## src/rtl/shift_pkg.sv

```systemverilog
// rtl/shift_pkg.sv - shared constants and types for the serial shift link
package shift_pkg;

  localparam int DEFAULT_WIDTH = 8;

  // Shift direction encoding, shared with the transmit-side shift register
  localparam logic DIR_LEFT  = 1'b0;
  localparam logic DIR_RIGHT = 1'b1;

  typedef enum logic {
    IDLE    = 1'b0,
    COLLECT = 1'b1
  } deser_state_t;

endpackage

```

## src/rtl/frame_bit_counter.sv

```systemverilog
// rtl/frame_bit_counter.sv - 0..WIDTH-1 bit counter for one serial frame
module frame_bit_counter
  import shift_pkg::*;
#(
  parameter int WIDTH = DEFAULT_WIDTH
) (
  input  logic clk,
  input  logic rst,
  input  logic clear_i,
  input  logic inc_i,
  output logic last_o
);

  localparam int CW = $clog2(WIDTH);

  logic [CW-1:0] count_q;
  logic [CW-1:0] count_d;

  assign last_o = (count_q == CW'(WIDTH - 1));

  // A clear coinciding with an increment restarts the count at the new first bit
  always_comb begin
    count_d = count_q;
    if (clear_i) begin
      count_d = inc_i ? CW'(1) : '0;
    end else if (inc_i) begin
      count_d = last_o ? '0 : count_q + CW'(1);
    end
  end

  always_ff @(posedge clk) begin
    if (rst) begin
      count_q <= '0;
    end else begin
      count_q <= count_d;
    end
  end

endmodule

```

## src/rtl/shift_deserializer.sv

```systemverilog
// rtl/shift_deserializer.sv - serial-to-parallel receiver with double-buffered word output
module shift_deserializer
  import shift_pkg::*;
#(
  parameter int WIDTH = DEFAULT_WIDTH
) (
  input  logic             clk,
  input  logic             rst,
  input  logic             ser_in,
  input  logic             bit_valid,
  input  logic             dir,
  input  logic             sync,
  input  logic             out_ready,
  input  logic             ovr_clr,
  output logic [WIDTH-1:0] data_out,
  output logic             data_valid,
  output logic             overrun,
  output logic             busy
);

  deser_state_t     state_q, state_d;
  logic [WIDTH-1:0] sh_q, sh_d;
  logic             dir_q, dir_d;
  logic [WIDTH-1:0] data_q, data_d;
  logic             valid_q, valid_d;
  logic             ovr_q, ovr_d;

  logic             cnt_last;
  logic             frame_start;
  logic             shift_dir;
  logic [WIDTH-1:0] shift_base;
  logic [WIDTH-1:0] shifted;
  logic             complete;
  logic             load_word;
  logic             drop_word;

  function automatic logic [WIDTH-1:0] shift_in(input logic [WIDTH-1:0] sh,
                                                input logic             b,
                                                input logic             d);
    return (d == DIR_LEFT) ? {sh[WIDTH-2:0], b} : {b, sh[WIDTH-1:1]};
  endfunction

  frame_bit_counter #(
    .WIDTH(WIDTH)
  ) u_frame_bit_counter (
    .clk    (clk),
    .rst    (rst),
    .clear_i(sync),
    .inc_i  (bit_valid),
    .last_o (cnt_last)
  );

  // A sync turns the coincident bit into the first bit of a fresh frame
  assign frame_start = sync || (state_q == IDLE);
  assign shift_dir   = frame_start ? dir : dir_q;
  assign shift_base  = frame_start ? '0 : sh_q;
  assign shifted     = shift_in(shift_base, ser_in, shift_dir);
  assign complete    = bit_valid && !sync && (state_q == COLLECT) && cnt_last;
  assign load_word   = complete && (!valid_q || out_ready);
  assign drop_word   = complete && valid_q && !out_ready;

  always_comb begin
    state_d = state_q;
    sh_d    = sh_q;
    dir_d   = dir_q;
    if (sync) begin
      state_d = IDLE;
      sh_d    = '0;
    end
    if (bit_valid) begin
      sh_d    = shifted;
      state_d = complete ? IDLE : COLLECT;
      if (frame_start) begin
        dir_d = dir;
      end
    end
  end

  // Output buffer: a word accepted this cycle frees the slot for a completing frame
  always_comb begin
    data_d  = data_q;
    valid_d = valid_q;
    if (valid_q && out_ready) begin
      valid_d = 1'b0;
    end
    if (load_word) begin
      data_d  = shifted;
      valid_d = 1'b1;
    end
  end

  always_comb begin
    ovr_d = ovr_q;
    if (drop_word) begin
      ovr_d = 1'b1;
    end else if (ovr_clr) begin
      ovr_d = 1'b0;
    end
  end

  always_ff @(posedge clk) begin
    if (rst) begin
      state_q <= IDLE;
      sh_q    <= '0;
      dir_q   <= DIR_LEFT;
      data_q  <= '0;
      valid_q <= 1'b0;
      ovr_q   <= 1'b0;
    end else begin
      state_q <= state_d;
      sh_q    <= sh_d;
      dir_q   <= dir_d;
      data_q  <= data_d;
      valid_q <= valid_d;
      ovr_q   <= ovr_d;
    end
  end

  assign data_out   = data_q;
  assign data_valid = valid_q;
  assign overrun    = ovr_q;
  assign busy       = (state_q == COLLECT);

endmodule
```

## config.mk

```make
export PLATFORM = sky130hd
export DESIGN_NAME = shift_deserializer
export DESIGN_NICKNAME = d
export VERILOG_FILES = /design/src/rtl/shift_pkg.sv /design/src/rtl/frame_bit_counter.sv /design/src/rtl/shift_deserializer.sv
export SDC_FILE = /design/constraint.sdc
export NUM_CORES = 1
export LEC_CHECK = 0
export ABC_AREA = 1
export BUFFER_PORTS_ARGS = -buffer_cell sky130_fd_sc_hd__clkbuf_2
export CAP_MARGIN = 20
export CORE_UTILIZATION = 45
export DETAILED_ROUTE_END_ITERATION = 16
export GPL_TIMING_DRIVEN = 0
export HOLD_SLACK_MARGIN = 0.12
export MAX_ROUTING_LAYER = met4
export PLACE_DENSITY = 0.66
export SKIP_LAST_GASP = 1
export SYNTH_ARGS = -nofsm -noshare
export SYNTH_HDL_FRONTEND = slang
export SYNTH_SLANG_ARGS = --single-unit
```

## constraint.sdc

```tcl
create_clock -name clk -period 2.2 [get_ports clk]
set_input_delay 0.44 -clock clk [delete_from_list [all_inputs] [get_ports clk]]
set_output_delay 0.44 -clock clk [all_outputs]
set_load 0.005 [all_outputs]
```

==> summary.txt, run 1 <==
Outcome
  – Status: finished, final reports clean

Clock network
  – CTS max path bufs: 2
  – Postcts setup bufs: 0
  – H-tree depth: 1
  – # clock sinks: 23
  – Clock Tree Root: clkbuf_4
  – TritonCTS clock tree: done
  – CTS Buf Count: 3
  – CTS Hold Buffers Added: 0
  – Clock-pin slew on the worst setup and hold paths: 120 ps
  – Worst skew pair latency: 320 ps
  – Post-CTS sizing: 0

Synth
  – Mapped Nets: approximately 150
  – Top cell type by total area after synthesis: dfxtp_1
  – Yosys reg bits: 23
  – Post-Syn Area per Cell: 7.588 sq um
  – Register area share after synthesis: 0.4365
  – Netlist Area Pre-Place: 1055 sq um
  – Post-Syn Instances: 139
  – Yosys warns: 0
  – Yosys cell types: 23
  – Top-area cell type share of the netlist area: 0.4365
  – Top cells by area, synth: dfxtp_1, nand2_1, a21oi_1

Detailed routing
  – Initial DRC Count: 18
  – Final ANT Viol Nets: 0
  – Wirelength per Cell: around 11 um
  – Vias: 965
  – Detailed Route WL: 2.129 mm
  – Vias/cell: 5.106
  – # DRC: 0
  – Detailed Routing Iterations Pass 1: 4

STA
  – Setup TNS: 0 ps
  – Worst Tran Pin Value: 519.4 ps
  – Clock skew: 0.9592 ps
  – Fin crit share: 0.6538
  – Endpoints failing setup: 0
  – RSZ-0062 raised after global routing: false
  – Min Clock Period, post-route: approximately 1400 ps
  – WHS: 347.4 ps
  – Final Hold Viols: 0
  – Worst rel slew slack: 0.6537
  – Fmax: 695.3 MHz
  – Fin. max-slew vios: 0

GRT
  – Total track usage: 0.2003
  – First-pass GRT wire length: 3.643 mm
  – Number of global-route vias before repair: 847
  – Initial antenna violation count: 0
  – Total grt overflow: 0
  – Largest net degree at the start of global routing: 13

Floorplan
  – Initial Util: 0.4768
  – # rows: 17
  – Top Ports: 19
  – Die Wd: 50.42 um
  – Chip Height: 50.42 um
  – Core area: 2212 sq um
  – Die area: ~2500 sq um

Worst setup path
  – Cell family with most CP delay: flip-flops
  – Crit path max fanout: 5
  – Worst Path Arrival: 1000 ps
  – Worst setup SP type: register
  – CP cell instances: clkbuf_2
  – Capturing element type of the critical path: primary output
  – CP Class: reg2out
  – Slowest stage delay, CP: about 500 ps
  – CP bufs+invs: 1
  – Crit path required time: 1760 ps
  – Crit-path slowest cell: dfxtp_1

Placement
  – Post-Place Cells: approximately 190
  – Buffers on Ports: 18
  – Final GP Congestion: ~0.76
  – Hpwl dp: 1.606 mm

Min path
  – Worst hold path type: in2reg

Layout
  – Filler Cells Inserted: roughly 230
  – Share of cells above drive strength 1: 0.2422
  – Final Non-Filler Cells: 189
  – Layout Utilization: 0.5452
  – Antenna fix cells: 0
  – Fin nets: about 170
  – Area growth syn-to-layout: 14.35%
  – Commonest non-fill, non-tap cell in the layout: nand2_1
  – Area occupied by multi-input gates: approximately 510 sq um
  – Commonest non-fill, non-tap cells in the layout: nand2_1, a21oi_1, dfxtp_1, clkbuf_2, nand3_1
  – Reg area: 460.4 sq um

Power
  – Pwr/cell area: 579.3 nW/um^2
  – Leakage power: 0.5040 nW
  – Worst vdd ir: around 0.00034 V
  – Overall power: between 600 and 700 uW

Flow run
  – Max-cap viol count: 0
==> flip-flops by register name (all words and copies together), names as in the netlist <==
name                         flops
data_out                         8
sh_q                             8
u_frame_bit_counter.count_q      3
busy                             1
data_valid                       1
dir_q                            1
overrun                          1
==> synth_stat cells, drive strengths merged <==
master,count
clkinv,1
nor3,2
dfxtp,23
a211oi,2
a21oi,25
inv,12
buf,1
clkbuf,3
nor2,6
or2,1
ha,2
nand2,48
o21ai,1
nand3b,1
nand3,10
nand4,1
==> worst paths after layout <==
path / start / end / slack, ps / depth (start not counted)
worst min-delay path: ovr_clr / overrun / 350 / 4
worst max-delay path: busy / busy / 760 / 1
worst min register to register: data_out[2] / data_out[2] / 470 / 2
worst max register to register: u_frame_bit_counter.count_q[0] / data_out[0] / 810 / 7
==> per-stage QoR <==
step                setup slack, ps  area, sq um
floorplan                     961.3         1055
global placement              819.8         1180
detailed placement            787.6         1180
CTS                           761.4         1206
global route                  649.6         1206
finish                        761.7         1206
==> area by class of cell <==
class,instances,share of cell area
Multi-Input combinational cell,99,0.4243
Sequential cell,23,0.3817
Timing Repair Buffer,18,0.07469
Inverter,13,0.04461
Tap cell,28,0.02905
Clock buffer,4,0.02178
Buffer,4,0.02386
==> power by group <==
part | switching, mW | internal (mW)
clock | 0.134 | 0.0712
combinational | 0.0434 | 0.0227
sequential | 0.00517 | 0.422
==> logic make-up after synthesis <==
group,Yosys count,share of synthesized area
and+or+nand+nor,69,0.3203
DFF,23,0.4365
adders and majority gates,2,0.02372
buffers and inverters,17,0.07829
AOI/OAI and AO/OA,28,0.1412
==> metal layers <==
layer  vias to the layer above  part of all wire  track usage
li1                        496                 -            -
met1                       439              0.47       0.2462
met2                        25              0.44       0.3089
met3                         5             0.060      0.04545
met4                         0             0.022      0.09722
met5                         -                 0            -
No activity file was read; power rests on OpenSTA's default activity.
==> run 2, diff against run 1 <==
--- a/config.mk
+++ b/config.mk
@@ -5,7 +5,7 @@
 export SDC_FILE = /design/constraint.sdc
 export NUM_CORES = 1
 export LEC_CHECK = 0
-export ABC_AREA = 1
+export ABC_AREA = 0
 export BUFFER_PORTS_ARGS = -buffer_cell sky130_fd_sc_hd__clkbuf_2
 export CAP_MARGIN = 20
 export CORE_UTILIZATION = 45
@@ -13,7 +13,7 @@
 export GPL_TIMING_DRIVEN = 0
 export HOLD_SLACK_MARGIN = 0.12
 export MAX_ROUTING_LAYER = met4
-export PLACE_DENSITY = 0.66
+export PLACE_DENSITY = 0.65
 export SKIP_LAST_GASP = 1
 export SYNTH_ARGS = -nofsm -noshare
 export SYNTH_HDL_FRONTEND = slang
==> constraint.sdc (replaced) <==
create_clock -name clk -period 1.5 [get_ports clk]
set_input_delay 0.3 -clock clk [delete_from_list [all_inputs] [get_ports clk]]
set_output_delay 0.3 -clock clk [all_outputs]
set_load 0.005 [all_outputs]
==> run 2 against run 1 <==
  * Worst hold slack got worse by 190 ps
  * Highest routed layer unchanged
  * Cell count shrank 14%
  * Core utilization grew 1.4 points
  * Routed wire length increased by 4.9%
  * Largest cell class unchanged
  * Via count shrank 5.7%
  * Count of clock-buffer cells in the layout fell by 1
  * Combinational power up 46%
  * Sequential power increased by 47%
  * Final area grew 5.5%
  * Synthesized cell count decreased by 19%
  * Power is 46% higher
==> summary.txt, run 2 <==
Worst setup path
  – Crit-path slowest cell: dfxtp_2
  – CP Class: reg2reg
  – Cell family with most CP delay: adder cells
  – Slowest stage delay, CP: 350 ps
  – Crit path required time: 1700 ps
  – CP bufs+invs: 1
  – Crit path max fanout: 10
  – CP cell instances: ha_1 -> ha_4 -> and4b_1 -> buf_6 -> a21oi_2 -> nor3_2
  – Worst Path Arrival: around 1600 ps
  – Capturing element type of the critical path: register
  – Worst flop-to-flop path startpoint: u_frame_bit_counter.count_q[0]
  – Crit path from: u_frame_bit_counter.count_q[0]
  – Worst setup SP type: register

Synth
  – Yosys warns: 0
  – Post-Syn Area per Cell: 9.832 sq um
  – Netlist Area Pre-Place: ~1100 sq um
  – Number of synthesized flops with an enable pin: 0
  – Top-count cell post-synth: dfxtp_1
  – Top cell type by total area after synthesis: dfxtp_1
  – Top-area cell type share of the netlist area: 0.4144
  – Post-Syn Instances: 113
  – Yosys cell types: 32
  – Top cells by area, synth: dfxtp_1, mux2_1, a21oi_1
  – Commonest cells post-synth: dfxtp_1, a21oi_1, nor2_1, o21ai_1
  – Asr flop ratio synth: 0
  – Mapped Nets: 123
  – Ys flop type: dfxtp_1
  – Yosys reg bits: 23
  – Register area share after synthesis: 0.4144

GRT
  – First-pass GRT wire length: 3.843 mm
  – Number of global-route vias before repair: 853
  – Largest net degree at the start of global routing: 14
  – Total track usage: 0.2000
  – Total grt overflow: 0
  – Initial antenna violation count: 0

Min path
  – HP Start: sync
  – Worst hold path type: in2reg

Layout
  – Commonest non-fill, non-tap cell in the layout: dfxtp_1
  – Filler Cells Inserted: 201
  – Commonest non-fill, non-tap cells in the layout: dfxtp_1, clkbuf_2, a21oi_1, nor2_1, o21ai_1
  – Area growth syn-to-layout: 14.53%
  – Fin nets: 145
  – Share of cells above drive strength 1: 0.3134
  – Antenna fix cells: 0

STA
  – Min Clock Period, post-route: 1387 ps
  – Fin. max-slew vios: 0
  – Worst Tran Pin Value: 514.4 ps
  – Setup TNS: 0 ps
  – Worst rel slew slack: 0.6571
  – Endpoints failing setup: 0
  – Clock skew: 5.745 ps
  – Final Hold Viols: 0
  – Fmax: 720.8 MHz
  – RSZ-0062 raised after global routing: false
  – Fin crit share: 0.9249

Detailed routing
  – Met3 WL: 62 um
  – Vias: 910
  – Initial DRC Count: 14
  – Wirelength per Cell: ~14 um
  – Detailed Routing Iterations Pass 1: 3
  – Detailed Route WL: 2.233 mm
  – Final ANT Viol Nets: 0
  – M1 wire length: between 1 and 1.5 mm
  – Max Used Layer: met4
  – # DRC: 0
  – DR WL met2: 1.071 mm
  – Vias/cell: around 5.6

Clock network
  – Worst skew pair latency: 310 ps
  – Postcts setup bufs: 0
  – CTS max path bufs: 2
  – TritonCTS clock tree: done
  – H-tree depth: 1
  – # clock sinks: 23
  – Post-CTS sizing: 0
  – CTS Hold Buffers Added: 0
  – CTS Buf Count: 3
  – Clock Tree Root: clkbuf_4
  – Clock-pin slew on the worst setup and hold paths: 130 ps

Placement
  – Final GP Congestion: roughly 0.78
  – Buffers on Ports: 17
  – Hpwl dp: between 1.5 and 2 mm

Floorplan
  – Core area: 2276 sq um
  – Die Wd: 51.69 um
  – # rows: 17
  – Die area: 2672 sq um
  – Top Ports: 19
  – Initial Util: 0.4882
  – Chip Height: 51.69 um

Power
  – Worst vdd ir: between 0.0004 and 0.0005 V
  – Overall power: 1.019 mW
  – Leakage power: a little over 0.5 nW
  – Pwr/cell area: 800.5 nW/um^2

Outcome
  – Status: finished, final reports clean

Flow run
  – Max-cap viol count: 0
[run 2: cell families after synthesis]
logic type	after synthesis	synth area share
DFF	23	0.4144
AOI/OAI and AO/OA	32	0.1959
and+or+nand+nor	35	0.2038
muxes	9	0.09346
buffers and inverters	12	0.06981
adders and majority gates	2	0.02252
[run 2: final timing paths]
| kind | endpoint | cells past startpoint | slack, ps |
|---|---|---|---|
| worst max-delay path | data_out[7] | 6 | 110 |
| worst min-delay path | u_frame_bit_counter.count_q[1] | 2 | 160 |
| worst max register to register | data_out[7] | 6 | 110 |
| worst min register to register | data_out[2] | 2 | 490 |
[run 2: metrics by stage]
stage | instances | setup WS (ps) | hold slack [ps] | area, sq um | util
2_1_floorplan | 113 | 162.0 | 367.9 | 1111 | -
4_1_cts | 162 | 24.93 | 155.1 | 1259 | 0.5531
3_5_place_dp | 158 | 63.08 | 475.0 | 1231 | 0.5410
6_report | 162 | 112.6 | 161.8 | 1272 | 0.5591
3_3_place_gp | 158 | 88.13 | 472.4 | 1231 | 0.5410
5_1_grt | 162 | 15.70 | 163.1 | 1272 | 0.5591
[run 2: report_power, final]
group	internal (mW)	switching, mW
Clock	0.0997	0.194
Sequential	0.620	0.00778
Combinational	0.0406	0.0557
Total	0.761	0.258
[run 2: routing by layer]
metal | vias to the layer above | track usage
li1 | 463 | -
met1 | 434 | 0.2491
met2 | 11 | 0.3268
met3 | 2 | 0.03509
met4 | 0 | 0.06757
met5 | - | -
[run 2: layout make-up]
cell class | instances | area, sq um | area share
tap | 28 | 35.03 | 0.02753
buffer | 10 | 70.07 | 0.05506
clock inverter | 1 | 5.005 | 0.003933
multi-input combinational | 78 | 585.6 | 0.4602
clock buffer | 3 | 22.52 | 0.01770
inverter | 2 | 7.507 | 0.005900
sequential | 23 | 461.7 | 0.3628
timing repair buffer | 17 | 85.08 | 0.06686
